`src/rtl/display_pkg.sv`:
```
// Shared constants for the display read path: frame geometry and fetch FSM encoding.
package display_pkg;

  localparam int unsigned ADDR_W     = 12;
  localparam int unsigned DATA_W     = 36;
  localparam int unsigned LAST_ADDR  = 3200;
  localparam int unsigned FIFO_DEPTH = 4;

  localparam logic [1:0] ST_IDLE  = 2'd0;
  localparam logic [1:0] ST_FETCH = 2'd1;
  localparam logic [1:0] ST_DRAIN = 2'd2;

endpackage

```
`src/rtl/fetch_fifo.sv`:
```
// Small synchronous FIFO; simultaneous push and pop is allowed at any occupancy, including full.
module fetch_fifo #(
  parameter int unsigned WIDTH = 37,
  parameter int unsigned DEPTH = 4
) (
  input  logic                     i_clk,
  input  logic                     i_rst_n,
  input  logic                     i_push,
  input  logic [WIDTH-1:0]         i_push_data,
  input  logic                     i_pop,
  output logic [WIDTH-1:0]         o_head,
  output logic                     o_full,
  output logic                     o_empty,
  output logic [$clog2(DEPTH):0]   o_count
);

  localparam int unsigned PTR_W = $clog2(DEPTH);
  localparam int unsigned CNT_W = PTR_W + 1;

  logic [WIDTH-1:0] r_mem [DEPTH];
  logic [PTR_W-1:0] r_wr_ptr;
  logic [PTR_W-1:0] r_rd_ptr;
  logic [CNT_W-1:0] r_count;
  logic             w_pop;
  logic             w_push;

  assign o_empty = (r_count == '0);
  assign o_full  = (r_count == CNT_W'(DEPTH));
  assign o_count = r_count;
  assign o_head  = r_mem[r_rd_ptr];

  // A push into a full FIFO is only accepted when the head leaves on the same cycle.
  assign w_pop  = i_pop && !o_empty;
  assign w_push = i_push && (!o_full || w_pop);

  always_ff @(posedge i_clk or negedge i_rst_n) begin
    if (!i_rst_n) begin
      r_wr_ptr <= '0;
      r_rd_ptr <= '0;
      r_count  <= '0;
      for (int i = 0; i < int'(DEPTH); i++) begin
        r_mem[i] <= '0;
      end
    end else begin
      if (w_push) begin
        r_mem[r_wr_ptr] <= i_push_data;
        r_wr_ptr        <= r_wr_ptr + PTR_W'(1);
      end
      if (w_pop) begin
        r_rd_ptr <= r_rd_ptr + PTR_W'(1);
      end
      case ({w_push, w_pop})
        2'b10:   r_count <= r_count + CNT_W'(1);
        2'b01:   r_count <= r_count - CNT_W'(1);
        default: r_count <= r_count;
      endcase
    end
  end

endmodule

```
`src/rtl/ram_frame_fetch.sv`:
```
// Frame read sequencer: issues credit-limited reads to the frame RAM, captures its
// 1-cycle registered data and streams it out over valid/ready with a last-word flag.
module ram_frame_fetch #(
  parameter int unsigned ADDR_W     = display_pkg::ADDR_W,
  parameter int unsigned DATA_W     = display_pkg::DATA_W,
  parameter int unsigned LAST_ADDR  = display_pkg::LAST_ADDR,
  parameter int unsigned FIFO_DEPTH = display_pkg::FIFO_DEPTH
) (
  input  logic              i_clk,
  input  logic              i_rst_n,
  input  logic              i_start,
  input  logic              i_continuous,
  output logic              o_request,
  output logic [ADDR_W-1:0] o_addr,
  input  logic [DATA_W-1:0] i_mem_data,
  output logic              o_valid,
  input  logic              i_ready,
  output logic [DATA_W-1:0] o_data,
  output logic              o_last,
  output logic              o_busy,
  output logic              o_frame_done
);

  import display_pkg::*;

  localparam int unsigned CNT_W = $clog2(FIFO_DEPTH) + 1;

  logic [1:0]        r_state;
  logic [1:0]        w_state_nxt;
  logic [ADDR_W-1:0] r_addr;
  logic              r_inflight;
  logic              r_inflight_last;

  logic              w_issue;
  logic              w_at_last;
  logic              w_valid;
  logic              w_pop;
  logic [CNT_W-1:0]  w_count;
  logic              w_fifo_full;
  logic              w_fifo_empty;
  logic [DATA_W:0]   w_head;

  // Credit: words buffered plus the one in the RAM pipeline must leave room for another.
  assign w_at_last = (r_addr == ADDR_W'(LAST_ADDR));
  assign w_issue   = (r_state == ST_FETCH) &&
                     ((32'(w_count) + 32'(r_inflight)) < FIFO_DEPTH);

  assign w_valid = !w_fifo_empty;
  assign w_pop   = w_valid && i_ready;

  assign o_request    = w_issue;
  assign o_addr       = r_addr;
  assign o_valid      = w_valid;
  assign o_data       = w_head[DATA_W-1:0];
  assign o_last       = w_head[DATA_W];
  assign o_busy       = (r_state != ST_IDLE);
  assign o_frame_done = w_pop && w_head[DATA_W];

  always_ff @(posedge i_clk or negedge i_rst_n) begin
    if (!i_rst_n) begin
      r_state <= ST_IDLE;
    end else begin
      r_state <= w_state_nxt;
    end
  end

  always_comb begin
    w_state_nxt = r_state;
    case (r_state)
      ST_IDLE:  if (i_start) w_state_nxt = ST_FETCH;
      ST_FETCH: if (w_issue && w_at_last) w_state_nxt = ST_DRAIN;
      ST_DRAIN: if (o_frame_done) w_state_nxt = i_continuous ? ST_FETCH : ST_IDLE;
      default:  w_state_nxt = ST_IDLE;
    endcase
  end

  // Address counter wraps to 0 on the last issue, ready for a continuous restart.
  always_ff @(posedge i_clk or negedge i_rst_n) begin
    if (!i_rst_n) begin
      r_addr <= '0;
    end else if (w_issue) begin
      r_addr <= w_at_last ? '0 : r_addr + ADDR_W'(1);
    end
  end

  always_ff @(posedge i_clk or negedge i_rst_n) begin
    if (!i_rst_n) begin
      r_inflight      <= 1'b0;
      r_inflight_last <= 1'b0;
    end else begin
      r_inflight      <= w_issue;
      r_inflight_last <= w_issue && w_at_last;
    end
  end

  fetch_fifo #(
    .WIDTH (DATA_W + 1),
    .DEPTH (FIFO_DEPTH)
  ) u_fifo (
    .i_clk       (i_clk),
    .i_rst_n     (i_rst_n),
    .i_push      (r_inflight),
    .i_push_data ({r_inflight_last, i_mem_data}),
    .i_pop       (w_pop),
    .o_head      (w_head),
    .o_full      (w_fifo_full),
    .o_empty     (w_fifo_empty),
    .o_count     (w_count)
  );

  // RAM data arriving while the FIFO is full and not draining would be lost.
  always_ff @(posedge i_clk) begin
    if (i_rst_n) begin
      assert (!(r_inflight && w_fifo_full && !w_pop));
    end
  end

endmodule
```
`config.mk`:
```
export PLATFORM = sky130hd
export DESIGN_NAME = ram_frame_fetch
export DESIGN_NICKNAME = d
export VERILOG_FILES = /design/src/rtl/display_pkg.sv /design/src/rtl/fetch_fifo.sv /design/src/rtl/ram_frame_fetch.sv
export SDC_FILE = /design/constraint.sdc
export NUM_CORES = 1
export LEC_CHECK = 0
export ABC_AREA = 1
export BUFFER_PORTS_ARGS = -buffer_cell sky130_fd_sc_hd__buf_2
export CORE_UTILIZATION = 43
export DETAILED_ROUTE_END_ITERATION = 6
export SLEW_MARGIN = 20
export SYNTH_ARGS = -nofsm -noshare
export SYNTH_HDL_FRONTEND = slang
export SYNTH_SLANG_ARGS = --single-unit
```
`constraint.sdc`:
```
create_clock -name i_clk -period 2.25 [get_ports i_clk]
set_clock_uncertainty 0.1 [all_clocks]
set_input_delay 0.1125 -clock i_clk [delete_from_list [all_inputs] [get_ports i_clk]]
set_output_delay 0.1125 -clock i_clk [all_outputs]
set_load 0.02 [all_outputs]
```
# Yosys cells after proc, flatten, opt, wreduce, memory -nomap -nowiden

Index checks and enable logic that the tools add are counted.

Register bits: 171
Input bits: 41
Output and inout bits: 53

$add $sub $neg: 6
Order comparisons: 4
Eq/ne operators: 9
Muxes and demuxes: 13
Bitwise gates (word level): 2
Reduce and logical (&&, ||, !) cells: 15

Operator list:

| kind                                                       | count |
|---|---|
| bitwise mux 148 bit                                        | 1 |
| two-way mux 37 bit                                         | 3 |
| binary-select mux 37 bit (select 2 bit)                    | 1 |
| demux 37 bit (select 2 bit)                                | 1 |
| adder 12 x 1 -> 12 bit, second input constant              | 1 |
| == test 12 bit, second input constant                      | 1 |
| two-way mux 12 bit                                         | 1 |
| logical AND 1 bit                                          | 7 |
| greater-or-equal comparator 3 bit, second input constant   | 2 |
| two-way mux 2 bit                                          | 3 |
| NOT 2 -> 3 bit                                             | 2 |
| one-hot mux 2 bit (3 select lines)                         | 1 |
| one-hot mux 3 bit (2 select lines)                         | 1 |
| adder 2 x 1 -> 2 bit, second input constant                | 2 |
| adder 3 x 1 -> 4 bit                                       | 1 |
| == test 2 x 1 -> 1 bit, second input constant              | 2 |
| == test 2 bit, second input constant                       | 2 |
| less-than comparator 4 x 3 -> 1 bit, second input constant | 1 |
| inequality test 2 bit, second input constant               | 2 |
| nonzero test 2 bit                                         | 2 |
| adder 3 x 1 -> 3 bit, second input constant                | 1 |
| == test 3 bit, second input constant                       | 1 |
| zero test 3 bit                                            | 1 |
| less-than comparator 3 x 1 -> 1 bit, second input constant | 1 |
| 7 further kinds                                            | 8 |

# Depth between registers and ports, before layout

Depth in word-level cells: 8
Depth in mapped cells: 11

# Modules after synthesis

From an unflattened synthesis, not the netlist that was laid out.

Cell total of the unflattened synthesis: 1,051
Area total of the unflattened synthesis: 8,516.9 um^2

By module, submodules not included:

| module          | instances | cells each | area each (um^2) | seq. area each (um^2) |
|---|---|---|---|---|
| fetch_fifo      | 1         | 914        | 7,539.7          | 3,878.7 |
| ram_frame_fetch | 1         | 137        | 977.2            | 400.4 |

# Worst setup path after synthesis

No wires, ideal clock.

Path type: register to register
From: register u_fifo.r_count[1] (netlist: u_fifo.o_count[1])
To: register u_fifo.r_count[2] (netlist: u_fifo.o_count[2])
Arrival: 1.936 ns
Data required time: 2.019 ns
Slack: 0.083 ns
Cell stages (with the launch flop): 12
Path buffers: 2
Period minus slack after synthesis: 2.167 ns
Cell sequence: dfrtp_1 nor2_4 nand3_4 nand2_8 buf_6 buf_6 ha_1 inv_1 fa_1 a21oi_1 o21ai_0 xor2_1

Longest elaborated chain between the ends: 8

Ends and longest elaborated chain:

| what                                                                            | RTL line                                | text |
|---|---|---|
| start, declared                                                                 | fetch_fifo.sv:23                        | `logic [CNT_W-1:0] r_count;` |
| start signal, assigned                                                          | fetch_fifo.sv:53                        | `2'b10: r_count <= r_count + CNT_W'(1);` |
| start signal, assigned                                                          | fetch_fifo.sv:54                        | `2'b01: r_count <= r_count - CNT_W'(1);` |
| start signal, assigned                                                          | fetch_fifo.sv:55                        | `default: r_count <= r_count;` |
| zero test 3 bit                                                                 | fetch_fifo.sv:27                        | `assign o_empty = (r_count == '0);` |
| zero test 1 bit                                                                 | fetch_fifo.sv:33, ram_frame_fetch.sv:48 |  |
| logical AND 1 bit                                                               | ram_frame_fetch.sv:49                   | `assign w_pop = w_valid && i_ready;` |
| logical AND 1 bit                                                               | fetch_fifo.sv:33                        | `assign w_pop = i_pop && !o_empty;` |
| logical OR 1 bit                                                                | fetch_fifo.sv:34                        | `assign w_push = i_push && (!o_full \|\| w_pop);` |
| logical AND 1 bit                                                               | fetch_fifo.sv:34                        |  |
| == test 2 x 1 -> 1 bit / == test 2 bit (equally long branches)                  | fetch_fifo.sv:52                        | `case ({w_push, w_pop})` |
| one-hot mux 3 bit (2 select lines) / nonzero test 2 bit (equally long branches) | n/a                                     |  |

Several ways; a longest one is shown, not always the timed one.
A chain may end at the register's enable or synchronous reset.

# Final worst setup path

From: register u_fifo.r_rd_ptr[0]
To: register r_state[0]

Longest elaborated chain between the ends: 7

Ends and longest elaborated chain:

| what                                                   | RTL line              | text |
|---|---|---|
| start, declared                                        | fetch_fifo.sv:22      | `logic [PTR_W-1:0] r_rd_ptr;` |
| start signal, assigned                                 | fetch_fifo.sv:50      | `r_rd_ptr <= r_rd_ptr + PTR_W'(1);` |
| NOT 2 -> 3 bit (not written as such)                   | fetch_fifo.sv:30      | `assign o_head = r_mem[r_rd_ptr];` |
| binary-select mux 37 bit (select 2 bit)                | fetch_fifo.sv:30      |  |
| two-way mux 37 bit (not written as such) (2 in series) | fetch_fifo.sv:30      |  |
| logical AND 1 bit                                      | ram_frame_fetch.sv:57 | `assign o_frame_done = w_pop && w_head[DATA_W];` |
| inequality test 2 bit (no line)                        | n/a                   |  |
| AND reduction 3 bit (no line)                          | n/a                   |  |
| end signal, assigned                                   | ram_frame_fetch.sv:63 | `r_state <= w_state_nxt;` |
| end, declared                                          | ram_frame_fetch.sv:28 | `logic [1:0] r_state;` |

No other way between the ends. The select of a mux whose other input is x is not followed.

==> metrics.csv <==
metric;value;unit
die outline width;141;µm
setup repair bufs after CTS;0;
post-synthesis sequential area ratio;51.4;%
# fillers;1835;
worst-path cell chain;inv_2 > buf_6 > nand2_1 > nand3_1 > nand2_1 > nand3_1 > nand2_1 > nand2_1 > dlygate4sd3_1 > nand2_1;
hpwl dp;12800;µm
area delta synth->final;19.0;%
initial antenna violation count;0;
internal power;8.43;mW
worst rel slew slack;48.5;%
commonest non-fill, non-tap cell in the layout;nand2_1;
Clk pwr share;19.2;%
Tmin final;2.06;ns
Synth Instances;1031;
maxcap violations;0;
power density cells;1560;mW/mm²
DR DRC count;0;
Syn. warnings;0;
NetSw;7.01;mW
Starting Density;44.2;%
root buf cell;clkbuf_16;
CP arrival;2.28;ns
Syn Std Cell Area;0.00833;mm²
#FFs+latches synth;171;
fraction of registers with async set/reset;100;%
Rows;50;
CTS sink count;171;
Crit Path Class;flop to flop;
critical path depth in cells;10;
fin worst setup slack;0.190;ns
RSZ-0062 raised after global routing;false;
Congestion Overflow GR;0;
antenna fix cells;0;
Top FF cell, synth;dfrtp_1;
Worst Path Max Fanout;32;
worst slack at placement;0.215;ns
Routed WL per cell;15.9;µm
R2R Setup Slk;0.19;ns
Worst Hold Class;primary input to async pin;
reg2reg end;r_state[0];
first-pass GRT wire length;36900;µm
synthesized area per cell;8.08;µm²
post-route clock period utilization;91.5;%
layout cells sized above 1;14.2;%
CTS H-tree lvls;4;
ANT nets after route;0;
critical path's most frequent cell;nand2_1;
CTS tree;built;
largest net degree at the start of global routing;152;
Fin Setup TNS;0;ns
commonest non-fill, non-tap cells in the layout;nand2_1 (336), dfrtp_1 (170), o21ai_1 (115);
Fin. Hold Viols;0;
crit start category;flop;
reg2reg path depth;10;
max incr delay on CP;0.54;ns
Leak;4.85;nW
TritonRoute pass-1 iters;5;
vias after detailed routing;7276;
core area;0.0188;mm²
Reg clk slew, reported paths;0.06;ns
clock latency at the later pin of the worst-skew pair;0.43;ns
Port-buffer cells;93;
syn nets;1080;
Crit. Startpoint;u_fifo.r_rd_ptr[0];
# setup viols final;0;
Die Y-Extent;141;µm
DRT Wirelength;22400;µm
number of enable flip-flop cells after synthesis;0;
Synth cell types;29;
status;completed;
Peak Freq;0.485;GHz
Final nets;1187;
drt via density;5.16;
Slew @ Worst Pin;0.773;ns
Worst setup endpoint;r_state[0];
Sw Ratio;45.4;%
CP required;2.47;ns
R2R Path Start;u_fifo.r_rd_ptr[0];
pins over their slew limit;0;
Pwr Total;15.4;mW
slowest stage cell on the critical path;dlygate4sd3_1;
vias in the first global route;6962;
Crit. End Element;flop;
Sequential Power Share;33.0;%
io pins;94;
CTS max path bufs;2;
initial DRC count;408;
combinational power share;47.9;%
DIE AREA;0.0199;mm²
GP Congestion;0.776;
GRT Overall Usage;23.8;%
CTS Buf Count;17;
Buf+Inv Stages, Crit Path;3;
Peak VDD IR;1.13;mV
Crit path max-delay family;buffers and inverters;
[layer usage]
layer,wire [µm],track usage [%],part of all wire (%),vias to the layer above
met5,0,0,0,-
met4,340,7.04,1.5,0
met3,1010,4.28,4.5,29
met2,10400,37.2,46,179
met1,10600,33.7,48,3479
li1,-,-,-,3589
[power groups by stage]
| stage | logic (mW) | clock network (mW) | registers [mW] |
|---|---|---|---|
| finish | 7.39 | 2.96 | 5.09 |
| global route | 8.24 | 3.12 | 5.24 |
| CTS | 7.46 | 3.00 | 5.08 |
| detailed placement | 7.38 | 0 | 5.13 |
| global placement | 7.26 | 0 | 5.10 |
| floorplan | 5.38 | 0 | 4.99 |
[sequential cells by signal, indices dropped and copies added (netlist names)]
name             cells
u_fifo.r_wr_ptr      2
r_inflight           1
o_addr              12
u_fifo.o_count       3
r_inflight_last      1
r_state              2
u_fifo.r_rd_ptr      2
u_fifo.r_mem       148
[worst min-delay path by stage]
stage          startpoint                end  cells after the start
6_report          i_rst_n  u_fifo.r_mem[125]                      2
5_1_grt           i_rst_n   u_fifo.r_mem[44]                      2
4_1_cts           i_rst_n   u_fifo.r_mem[44]                      2
3_5_place_dp      i_rst_n  u_fifo.r_mem[125]                      1
3_3_place_gp      i_rst_n  u_fifo.r_mem[125]                      1
2_1_floorplan     i_rst_n          o_addr[0]                      0
[per-stage QoR]
stage          hold slack [ns]  std cells  area [µm²]  util, %
2_1_floorplan           -0.283       1031        8330        -
3_3_place_gp           -0.0852       1340        8930     47.4
3_5_place_dp           -0.0927       1340        8930     47.4
4_1_cts                0.00444       1410        9900     52.6
5_1_grt                 0.0207       1410        9910     52.6
6_report                0.0129       1410        9910     52.6
[cell families after synthesis]
logic type | after synthesis | synth area share [%]
DFF | 171 | 51.4
adders and majority gates | 8 | 1.29
and+or+nand+nor | 468 | 22.6
buffers and inverters | 107 | 7.19
xor gates and xnor gates | 8 | 0.841
AOI/OAI and AO/OA | 269 | 16.7
[cell type report]
class,instances,area [µm²],share of cell area (%)
well taps,260,325,3.28
clock buffers,20,467,4.71
clock inverters,11,120,1.21
flip-flops and latches,171,4280,43.2
repair buffers,158,1130,11.4
inverters,37,139,1.40
multi-input cells,753,3450,34.8
[cell usage after synthesis (3+ instances only)]
master,instances,area share (%)
xor2_1,7,0.74
o22ai_1,36,2.7
buf_2,14,0.84
nand4_1,7,0.53
ha_1,7,1.1
buf_4,6,0.54
o21ai_0,113,6.8
dfrtp_1,171,51
buf_6,21,2.8
inv_1,32,1.4
a21oi_1,4,0.24
nand2_1,336,15
clkinv_1,3,0.14
nor2_1,93,4.2
clkbuf_1,27,1.2
o21ai_1,115,6.9
nor3_1,4,0.24
nor2_4,5,0.68
nand3_1,18,1.1
[repair_timing]
action | in CTS | in global routing
gates resized for setup | 0 | 2
setup endpoints to repair | 0 | 3
hold endpoints to repair | 316 | 0
hold buffers | 39 | 0
No activity file was read; power rests on OpenSTA's default activity.
